### src/rtl/seg7_scan.sv
`default_nettype none
// ============================================================================
// Module      : seg7_scan
// Description : Time-multiplexed 7-segment display driver. Latches packed BCD
//               digits on a valid strobe into a pending register and swaps
//               them into the displayed snapshot only at frame boundaries.
//               Scans one digit per slot with an all-anodes-off guard window,
//               leading-zero blanking, decimal points and a dash error glyph.
//               All outputs are registered.
// Revision    : 1.0 - initial release
// ============================================================================
module seg7_scan #(
  parameter int IN_W     = 25,
  parameter int DIGITS   = 6,
  parameter int TICK_DIV = 50000,
  parameter int GUARD    = 500
) (
  input  logic              clk,
  input  logic              rst,
  input  logic [IN_W-1:0]   bcd,
  input  logic              bcd_valid,
  input  logic [DIGITS-1:0] dp_mask,
  input  logic              blank_en,
  output logic [DIGITS-1:0] an_n,
  output logic [6:0]        seg_n,
  output logic              dp_n,
  output logic              frame_start
);

  localparam int C_BW = 4 * DIGITS;
  localparam int C_PW = (TICK_DIV > 1) ? $clog2(TICK_DIV) : 1;
  localparam int C_DW = (DIGITS > 1) ? $clog2(DIGITS) : 1;

  localparam logic [C_PW-1:0] C_P_LAST = C_PW'(TICK_DIV - 1);
  localparam logic [C_PW-1:0] C_GUARD  = C_PW'(GUARD);
  localparam logic [C_DW-1:0] C_D_LAST = C_DW'(DIGITS - 1);

  // Glyphs, active-low {g,f,e,d,c,b,a}
  localparam logic [6:0] C_SEG_0    = 7'b1000000;
  localparam logic [6:0] C_SEG_1    = 7'b1111001;
  localparam logic [6:0] C_SEG_2    = 7'b0100100;
  localparam logic [6:0] C_SEG_3    = 7'b0110000;
  localparam logic [6:0] C_SEG_4    = 7'b0011001;
  localparam logic [6:0] C_SEG_5    = 7'b0010010;
  localparam logic [6:0] C_SEG_6    = 7'b0000010;
  localparam logic [6:0] C_SEG_7    = 7'b1111000;
  localparam logic [6:0] C_SEG_8    = 7'b0000000;
  localparam logic [6:0] C_SEG_9    = 7'b0010000;
  localparam logic [6:0] C_SEG_DASH = 7'b0111111;
  localparam logic [6:0] C_SEG_OFF  = 7'h7F;

  // --------------------------------------------------------------------------
  // Input width adaptation: only the low 4*DIGITS bits carry digits.
  // --------------------------------------------------------------------------
  logic [C_BW-1:0] w_bcd_in;

  if (IN_W > C_BW) begin : g_in_trim
    logic unused_bcd_hi;
    assign w_bcd_in      = bcd[C_BW-1:0];
    assign unused_bcd_hi = ^bcd[IN_W-1:C_BW];
  end else if (IN_W == C_BW) begin : g_in_exact
    assign w_bcd_in = bcd;
  end else begin : g_in_pad
    assign w_bcd_in = {{(C_BW - IN_W){1'b0}}, bcd};
  end

  // --------------------------------------------------------------------------
  // State
  // --------------------------------------------------------------------------
  logic [C_PW-1:0]   p_q, p_d;
  logic [C_DW-1:0]   d_q, d_d;
  logic [C_BW-1:0]   pend_bcd_q, pend_bcd_d;
  logic [DIGITS-1:0] pend_dp_q, pend_dp_d;
  logic [C_BW-1:0]   snap_bcd_q, snap_bcd_d;
  logic [DIGITS-1:0] snap_dp_q, snap_dp_d;
  logic [DIGITS-1:0] an_n_q, an_n_d;
  logic [6:0]        seg_n_q, seg_n_d;
  logic              dp_n_q, dp_n_d;
  logic              frame_start_q, frame_start_d;

  logic              w_tick;
  logic              w_boundary;
  logic [DIGITS-1:0] w_blank;
  logic [3:0]        w_nib;
  logic              w_dp_sel;
  logic              w_blank_sel;
  logic [6:0]        w_glyph;

  // Slot prescaler and digit index; a frame ends on the last slot's tick
  always_comb begin
    w_tick     = (p_q == C_P_LAST);
    w_boundary = w_tick && (d_q == C_D_LAST);
    p_d        = w_tick ? '0 : p_q + C_PW'(1);
    d_d        = d_q;
    if (w_tick) begin
      d_d = (d_q == C_D_LAST) ? '0 : d_q + C_DW'(1);
    end
  end

  // Pending captures every strobe; snapshot swaps only at the frame boundary,
  // taking a coincident strobe directly so the newest value is never skipped
  always_comb begin
    pend_bcd_d = pend_bcd_q;
    pend_dp_d  = pend_dp_q;
    snap_bcd_d = snap_bcd_q;
    snap_dp_d  = snap_dp_q;
    if (bcd_valid) begin
      pend_bcd_d = w_bcd_in;
      pend_dp_d  = dp_mask;
    end
    if (w_boundary) begin
      if (bcd_valid) begin
        snap_bcd_d = w_bcd_in;
        snap_dp_d  = dp_mask;
      end else begin
        snap_bcd_d = pend_bcd_q;
        snap_dp_d  = pend_dp_q;
      end
    end
  end

  // Leading-zero blanking: digit k dark when it and everything above is zero
  always_comb begin
    w_blank = '0;
    for (int k = 1; k < DIGITS; k++) begin
      w_blank[k] = blank_en && ((snap_bcd_q >> (4 * k)) == '0);
    end
  end

  // Select the nibble, dp bit and blank flag of the digit being scanned
  always_comb begin
    w_nib       = '0;
    w_dp_sel    = 1'b0;
    w_blank_sel = 1'b0;
    for (int k = 0; k < DIGITS; k++) begin
      if (d_q == C_DW'(k)) begin
        w_nib       = snap_bcd_q[4*k +: 4];
        w_dp_sel    = snap_dp_q[k];
        w_blank_sel = w_blank[k];
      end
    end
  end

  // BCD to active-low glyph; non-decimal nibbles show a dash
  always_comb begin
    w_glyph = C_SEG_DASH;
    case (w_nib)
      4'd0:    w_glyph = C_SEG_0;
      4'd1:    w_glyph = C_SEG_1;
      4'd2:    w_glyph = C_SEG_2;
      4'd3:    w_glyph = C_SEG_3;
      4'd4:    w_glyph = C_SEG_4;
      4'd5:    w_glyph = C_SEG_5;
      4'd6:    w_glyph = C_SEG_6;
      4'd7:    w_glyph = C_SEG_7;
      4'd8:    w_glyph = C_SEG_8;
      4'd9:    w_glyph = C_SEG_9;
      default: w_glyph = C_SEG_DASH;
    endcase
  end

  // Next output values: one anode low only after the guard window
  always_comb begin
    an_n_d = '1;
    for (int k = 0; k < DIGITS; k++) begin
      if ((d_q == C_DW'(k)) && (p_q >= C_GUARD) && !w_blank_sel) begin
        an_n_d[k] = 1'b0;
      end
    end
    seg_n_d       = w_glyph;
    dp_n_d        = ~(w_dp_sel & ~w_blank_sel);
    frame_start_d = w_boundary;
  end

  // State and output registers with synchronous reset
  always_ff @(posedge clk) begin
    if (rst) begin
      p_q           <= '0;
      d_q           <= '0;
      pend_bcd_q    <= '0;
      pend_dp_q     <= '0;
      snap_bcd_q    <= '0;
      snap_dp_q     <= '0;
      an_n_q        <= '1;
      seg_n_q       <= C_SEG_OFF;
      dp_n_q        <= 1'b1;
      frame_start_q <= 1'b0;
    end else begin
      p_q           <= p_d;
      d_q           <= d_d;
      pend_bcd_q    <= pend_bcd_d;
      pend_dp_q     <= pend_dp_d;
      snap_bcd_q    <= snap_bcd_d;
      snap_dp_q     <= snap_dp_d;
      an_n_q        <= an_n_d;
      seg_n_q       <= seg_n_d;
      dp_n_q        <= dp_n_d;
      frame_start_q <= frame_start_d;
    end
  end

  assign an_n        = an_n_q;
  assign seg_n       = seg_n_q;
  assign dp_n        = dp_n_q;
  assign frame_start = frame_start_q;

endmodule
`default_nettype wire

### config.mk
export PLATFORM = sky130hd
export DESIGN_NAME = seg7_scan
export DESIGN_NICKNAME = d
export VERILOG_FILES = /design/src/rtl/seg7_scan.sv
export SDC_FILE = /design/constraint.sdc
export NUM_CORES = 1
export LEC_CHECK = 0
export ABC_AREA = 1
export BUFFER_PORTS_ARGS = -buffer_cell sky130_fd_sc_hd__clkbuf_2
export CELL_PAD_IN_SITES_DETAIL_PLACEMENT = 1
export CELL_PAD_IN_SITES_GLOBAL_PLACEMENT = 1
export CORE_MARGIN = 2
export CORE_UTILIZATION = 42
export DETAILED_ROUTE_END_ITERATION = 8
export PLACE_DENSITY_LB_ADDON = 0.3
export SKIP_CTS_REPAIR_TIMING = 1
export SLEW_MARGIN = 20
export SYNTH_ARGS = -nofsm -noshare
export SYNTH_HDL_FRONTEND = slang
export SYNTH_SLANG_ARGS = --single-unit
### constraint.sdc
create_clock -name clk -period 2.8 [get_ports clk]
set_input_delay 0.14 -clock clk [delete_from_list [all_inputs] [get_ports clk]]
set_output_delay 0.14 -clock clk [all_outputs]
set_load 0.05 [all_outputs]
==> qor.csv, run 1 <==
metric,value,unit
htreeDepth,3,
required,3.03,ns
grt_usage,0.192,
synth_xor_xnor_area_share,0.00412,
placedCellCount,767,
drt-pass1-iter-count,4,
synthArstFlopShare,0,
fp.dieW,105,um
fmax,397,MHz
yosys.area_share.adder,0.0236,
rsz0062_at_grt,no,
grt_pass1_wl,17300,um
diodes,0,
relSlewSlack,0.374,
place_congestion,0.867,
core,9770,um2
grt-ovfl-total,0,
cts_root_buf,clkbuf_8,
synth_top_area_cell,dfxtp_1,
avgSynthCellArea,6.97,um2
hold_ws,0.0785,ns
synth_seq_area_share,0.443,
synth-main-ff-cell,dfxtp_1,
drc,0,
synthCells,609,
viasPerCell,4.88,
worst_pin_slew,0.939,ns
cpPeakStageDelay,0.60,ns
die_y,105,um
yosys_register_bits,94,
synth_edf_count,0,
grt_pass1_vias,3780,
syn-num-nets,652,
cts_buffer_depth,2,
place_worst_setup_slack,0.276,ns
cts.clk_slew.worst_paths,0.10,ns
drive_above_1_share,0.126,
row_count,36,
min_path_type,input port to register,
maxCapViolCount,0,
status,"finished, final reports clean",
antenna_found_initial,0,
finalCriticalPeriod,2.52,ns
synthMuxAreaShare,0,
synthesis.area,4250,um2
start_util,0.434,
crit_chain,nand2_1 > inv_1 > ha_1 > nor2_1 > nand2_1 > nand2_1 > a21oi_1 > inv_1 > ha_1 > inv_1 > nand3_1 > nand3_1 > nand3_1,
pin_count,50,
ys_warn_count,0,
synthSimpleGateAreaFrac,0.268,
power,2.48,mW
hold_viol,0,
clock_latency,0.36,ns
instances_no_fill,783,
dpl.hpwl,7500,um
synthTopCellsByCount,"nand2_1, inv_1, dfxtp_1",
finalSetupTns,0,ns
synthTopCellsByArea,"dfxtp_1, nand2_1, inv_1",
fin_skew,0.0132,ns
period_share,0.900,
grt_max_degree,61,
synth_compound_area_frac,0.136,
cts_tree,built,
leakage,2.19,nW
end_kind,register,
vias,3818,
cts_sinks,94,
ant_nets,0,
drt_iter0_markers,88,
cp.arrival,2.75,ns
slowest_stage,dfxtp_1,
fin_area,4760,um2
worstSetupPathType,register to register,
fin_util,0.487,
post_dp_cell_area,4550,um2
slew_viol_final,0,
wl_per_cell,12.6,um
synth_cell_types,32,
fin_ws,0.281,ns
peakVddDrop,0.295,mV
synth_top_family_by_area,simple AND/OR/NAND/NOR gates,
port_buffers,48,
area_growth_syn_to_layout,12.0,%
critical_path.max_fanout,10,
die_area,10900,um2
cts_buffers,9,
layout.nets,688,
netlist.area_leader.share,0.443,
cp-start-kind,register,
finalSetupViolations,0,
power_density,520,nW/um2
yosysMostFrequentCell,nand2_1,
wl,9890,um
==> placed cells by master (no fill, tap or decap), drive strengths merged <==
cell	Yosys	layout
nand2	129	129
inv	108	109
dfxtp	94	94
nor2	75	75
clkbuf	19	58
a21oi	54	54
o21ai	52	52
nand3	27	27
nand4	9	9
nor3	9	9
ha	8	8
nor4	6	6
clkinv	0	4
nor3b	3	3
buf	7	3
o211ai	2	2
xor2	2	2
o311ai	1	1
a31oi	1	1
nand3b	1	1
and3	1	1
o21a	1	1
bufinv	0	1
==> final timing paths <==
kind / from / cells after the start / to / slack, ns
worst min register to register: snap_bcd_q[1] / 2 / snap_bcd_q[1] / 0.47
worst max-delay path: d_q[0] / 13 / seg_n[0] / 0.28
worst min-delay path: blank_en / 3 / an_n[5] / 0.08
worst max register to register: d_q[0] / 13 / seg_n[0] / 0.28
==> final cells by class <==
cell class              instances  area, um2
well taps                     133        166
fillers                      1352       5020
flip-flops and latches         94       1880
clock buffers                  10        138
multi-input cells             381       1830
clock inverters                 6       70.1
inverters                     108        408
repair buffers                 51        263
==> logic make-up after synthesis <==
kind of cell | after synthesis
AOI/OAI and AO/OA | 111
DFF | 94
xor gates and xnor gates | 2
adders and majority gates | 8
buffers and inverters | 134
and+or+nand+nor | 260
==> where the power goes <==
group / switching, mW / total, mW / internal (mW)
logic: 0.105 / 0.159 / 0.0541
registers: 0.0112 / 1.38 / 1.37
clock network: 0.488 / 0.932 / 0.444
==> critical path: cells and delay by family (launching register included) <==
kind            cells  cell delay, ns
flops               1            0.60
buf+inv             3            0.27
simple gates        7            0.57
compound gates      1            0.41
fa+ha+maj           2            0.55
==> layer usage <==
layer / part of all wire / global-route usage / vias to the layer above
met5: 0 / 0 / -
met4: 0.012 / 0.0579 / 0
met3: 0.022 / 0.0281 / 12
met2: 0.49 / 0.339 / 43
met1: 0.47 / 0.241 / 1787
li1: - / - / 1976
==> sequential cells by signal, indices dropped and copies added, names as in the netlist <==
register and flops:
snap_bcd_q 24, an_n 6, d_q 3, snap_dp_q 6
frame_start 1, p_q 16, seg_n 7, pend_dp_q 6
pend_bcd_q 24, dp_n 1
(Power assumes the default switching activity.)
==> inputs of run 2 (changes only) <==
--- a/config.mk
+++ b/config.mk
@@ -7,3 +7,2 @@
 export LEC_CHECK = 0
-export ABC_AREA = 1
 export BUFFER_PORTS_ARGS = -buffer_cell sky130_fd_sc_hd__clkbuf_2
@@ -12,3 +11,3 @@
 export CORE_MARGIN = 2
-export CORE_UTILIZATION = 42
+export CORE_UTILIZATION = 44
 export DETAILED_ROUTE_END_ITERATION = 8
==> constraint.sdc (replaced) <==
create_clock -name clk -period 2.8 [get_ports clk]
set_input_delay 0.7 -clock clk [delete_from_list [all_inputs] [get_ports clk]]
set_output_delay 0.7 -clock clk [all_outputs]
set_load 0.05 [all_outputs]
==> run 2 against run 1 <==
Compared with the run above: non-clock buffer count up 6; highest routed layer unchanged; global-route usage fell by 0.66 points; setup slack improved by 0.13 ns; critical path depth decreased by 2; worst hold slack better by 0.40 ns; critical endpoint unchanged; die area down 6.4%.
==> qor.csv, run 2 <==
metric,value,unit,change
wl,8760,um,-11%
power.internal,1.89,mW,+1.2%
swShare,0.229,,-0.0145
core,9200,um2,-5.9%
synthCells,434,,-29%
min_from,p_q[0],,
fin_skew,0.0160,ns,+0.00283 ns
r2r-start,d_q[2],,
synth_seq_area_share,0.453,,+0.00988
die_area,10200,um2,-6.4%
power.switching,564,uW,-6.6%
diodes,0,,unchanged
cp-start-kind,register,,
top_layer_used,met4,,
antenna_found_initial,0,,unchanged
wl_met2,4030,um,-18%
pwr-share-seq,0.562,,+0.003
port_buffers,48,,unchanged
wl_met3,226,um,+6.1%
crit_chain,inv_1 > ha_1 > nor2_1 > buf_4 > a21oi_1 > buf_4 > ha_1 > nor2_1 > a21oi_1 > nor4_2 > o21bai_1,,
combPwrFrac,0.063,,about the same
clock_power_share,0.375,,about the same
avgSynthCellArea,9.57,um2,+37%
drc,0,,unchanged
reg_top3,"pend_bcd_q x24, snap_bcd_q x24, p_q x16",,
status,"finished, final reports clean",,
start_util,0.452,,+0.0172
syn-num-nets,477,,-27%
startpoint,d_q[2],,
slew_viol_final,0,,unchanged
r2r_end,seg_n[0],,
cp.arrival,2.63,ns,-0.12 ns
grt_usage,0.185,,-0.00661
area_growth_syn_to_layout,12.9,%,
synth_cell_types,49,,+53%
wl_met1,4310,um,-7.7%
fp.dieW,101,um,-3.2%
viasPerCell,5.27,,+8.2%
reg2reg_depth,11,,-2
synthArstFlopShare,0,,unchanged
place_congestion,0.865,,-0.18%
path_buf_inv,3,,unchanged
die_y,101,um,-3.2%
clock_latency,0.36,ns,about the same
htreeDepth,3,,unchanged
power_density,524,nW/um2,+0.69%
slowest_stage,dfxtp_1,,
cts.clk_slew.worst_paths,0.09,ns,about the same
cts_sinks,94,,unchanged
worst-path-stages,11,,-2
drt_iter0_markers,64,,-27%
synthesis.area,4150,um2,-2.2%
rsz0062_at_grt,no,,
rrSetupSlack,0.42,ns,+0.13 ns
fin_util,0.510,,+0.0232
grt-ovfl-total,0,,unchanged
row_count,35,,-2.8%
period_share,0.852,,-0.0481
cpPeakStageDelay,0.46,ns,-0.14 ns
wl_per_cell,14.8,um,+17%
yosys_register_bits,94,,unchanged
layout_commonest_cell,dfxtp_1,,
cts_buffers,9,,unchanged
critical_path.max_fanout,10,,unchanged
hold_end,p_q[0],,
vias,3117,,-18%
cts_tree,built,,
netlist.area_leader.share,0.453,,+0.00988
finalSetupViolations,0,,unchanged
yosysMostFrequentCell,dfxtp_1,,
layout.nets,518,,-25%
synth_top_area_cell,dfxtp_1,,
hold_viol,0,,unchanged
relSlewSlack,0.550,,+0.176
peakVddDrop,0.243,mV,-18%
fmax,419,MHz,+5.6%
grt_max_degree,61,,unchanged
worst_pin_slew,0.671,ns,-0.267 ns
drive_above_1_share,0.240,,+0.113
pin_count,50,,unchanged
synthTopCellsByCount,"dfxtp_1, nor2_1, mux2i_1",,
min_path_type,register to register,,
grt_pass1_wl,15000,um,-14%
drt-pass1-iter-count,4,,unchanged
finalSetupTns,0,ns,unchanged
cts_root_buf,clkbuf_8,,
ant_nets,0,,unchanged
ys_warn_count,0,,unchanged
leakage,1.84,nW,-16%
synth-main-ff-cell,dfxtp_1,,
cp_top_family,simple AND/OR/NAND/NOR gates,,
finalCriticalPeriod,2.38,ns,-0.135 ns
layout_common_cells,"dfxtp_1, nor2_1, clkbuf_2, mux2i_1, a211oi_2",,
whs_path_depth,1,,-2
required,3.05,ns,+0.02 ns
worstSetupPathType,register to register,,
end_kind,register,,
dpl.hpwl,6500,um,-13%
synth_edf_count,0,,unchanged
cts_buffer_depth,2,,unchanged
synthTopCellsByArea,"dfxtp_1, mux2i_1, a211oi_2",,
grt_pass1_vias,3113,,-18%
maxCapViolCount,0,,unchanged
==> run 2: cell types whose count changed after synthesis, sizes merged, moves of 18 or more <==
cell    delta
inv       -98
nor2      +18
o21ai     -41
nand2    -110
a21oi     -43
mux2i     +39
a211oi    +30
==> run 2: cells by family after synthesis <==
logic type,share of synthesized area
and+or+nand+nor,0.198
DFF,0.453
buffers and inverters,0.0446
muxes,0.0967
xor gates and xnor gates,0.0316
adders and majority gates,0.0241
AOI/OAI and AO/OA,0.152
==> run 2: cell type report <==
class	instances	area, um2
tap	111	139
multi-input combinational	303	2090
timing repair buffer	57	333
fill	1068	4510
sequential	94	1880
inverter	10	37.5
clock buffer	12	155
clock inverter	4	55.1
==> run 2: worst max path at each step <==
stage | to | slack (ns)
after CTS | seg_n[5] | 0.42
after global placement | seg_n[5] | 0.52
after floorplan | seg_n[0] | 0.25
after global routing | seg_n[5] | 0.15
final | seg_n[0] | 0.42
after detailed placement | seg_n[5] | 0.44
==> run 2: per-layer routing <==
layer / global-route usage / vias to the layer above
met5: 0 / -
met1: 0.246 / 1464
met4: 0.0665 / 0
li1: - / 1588
met3: 0.0338 / 15
met2: 0.303 / 50
==> run 2: stage by stage <==
step                      total power, mW  cells  setup slack [ns]  hold WS, ns  instance area [um2]
after floorplan                      1.52    434             0.252        0.442                 4150
after global placement               1.56    575             0.519        0.457                 4480
after detailed placement             1.57    575             0.440        0.467                 4480
after CTS                            2.49    591             0.421        0.490                 4690
after global routing                 2.57    591             0.151        0.510                 4690
final                                2.46    591             0.416        0.483                 4690
==> run 2: power by group through the flow <==
| stage | logic (mW) | clock network [mW] | registers (mW) |
|---|---|---|---|
| 2_1_floorplan | 0.0921 | 0 | 1.43 |
| 3_3_place_gp | 0.153 | 0 | 1.41 |
| 3_5_place_dp | 0.158 | 0 | 1.41 |
| 4_1_cts | 0.158 | 0.947 | 1.38 |
| 5_1_grt | 0.172 | 1.01 | 1.39 |
| 6_report | 0.154 | 0.921 | 1.38 |
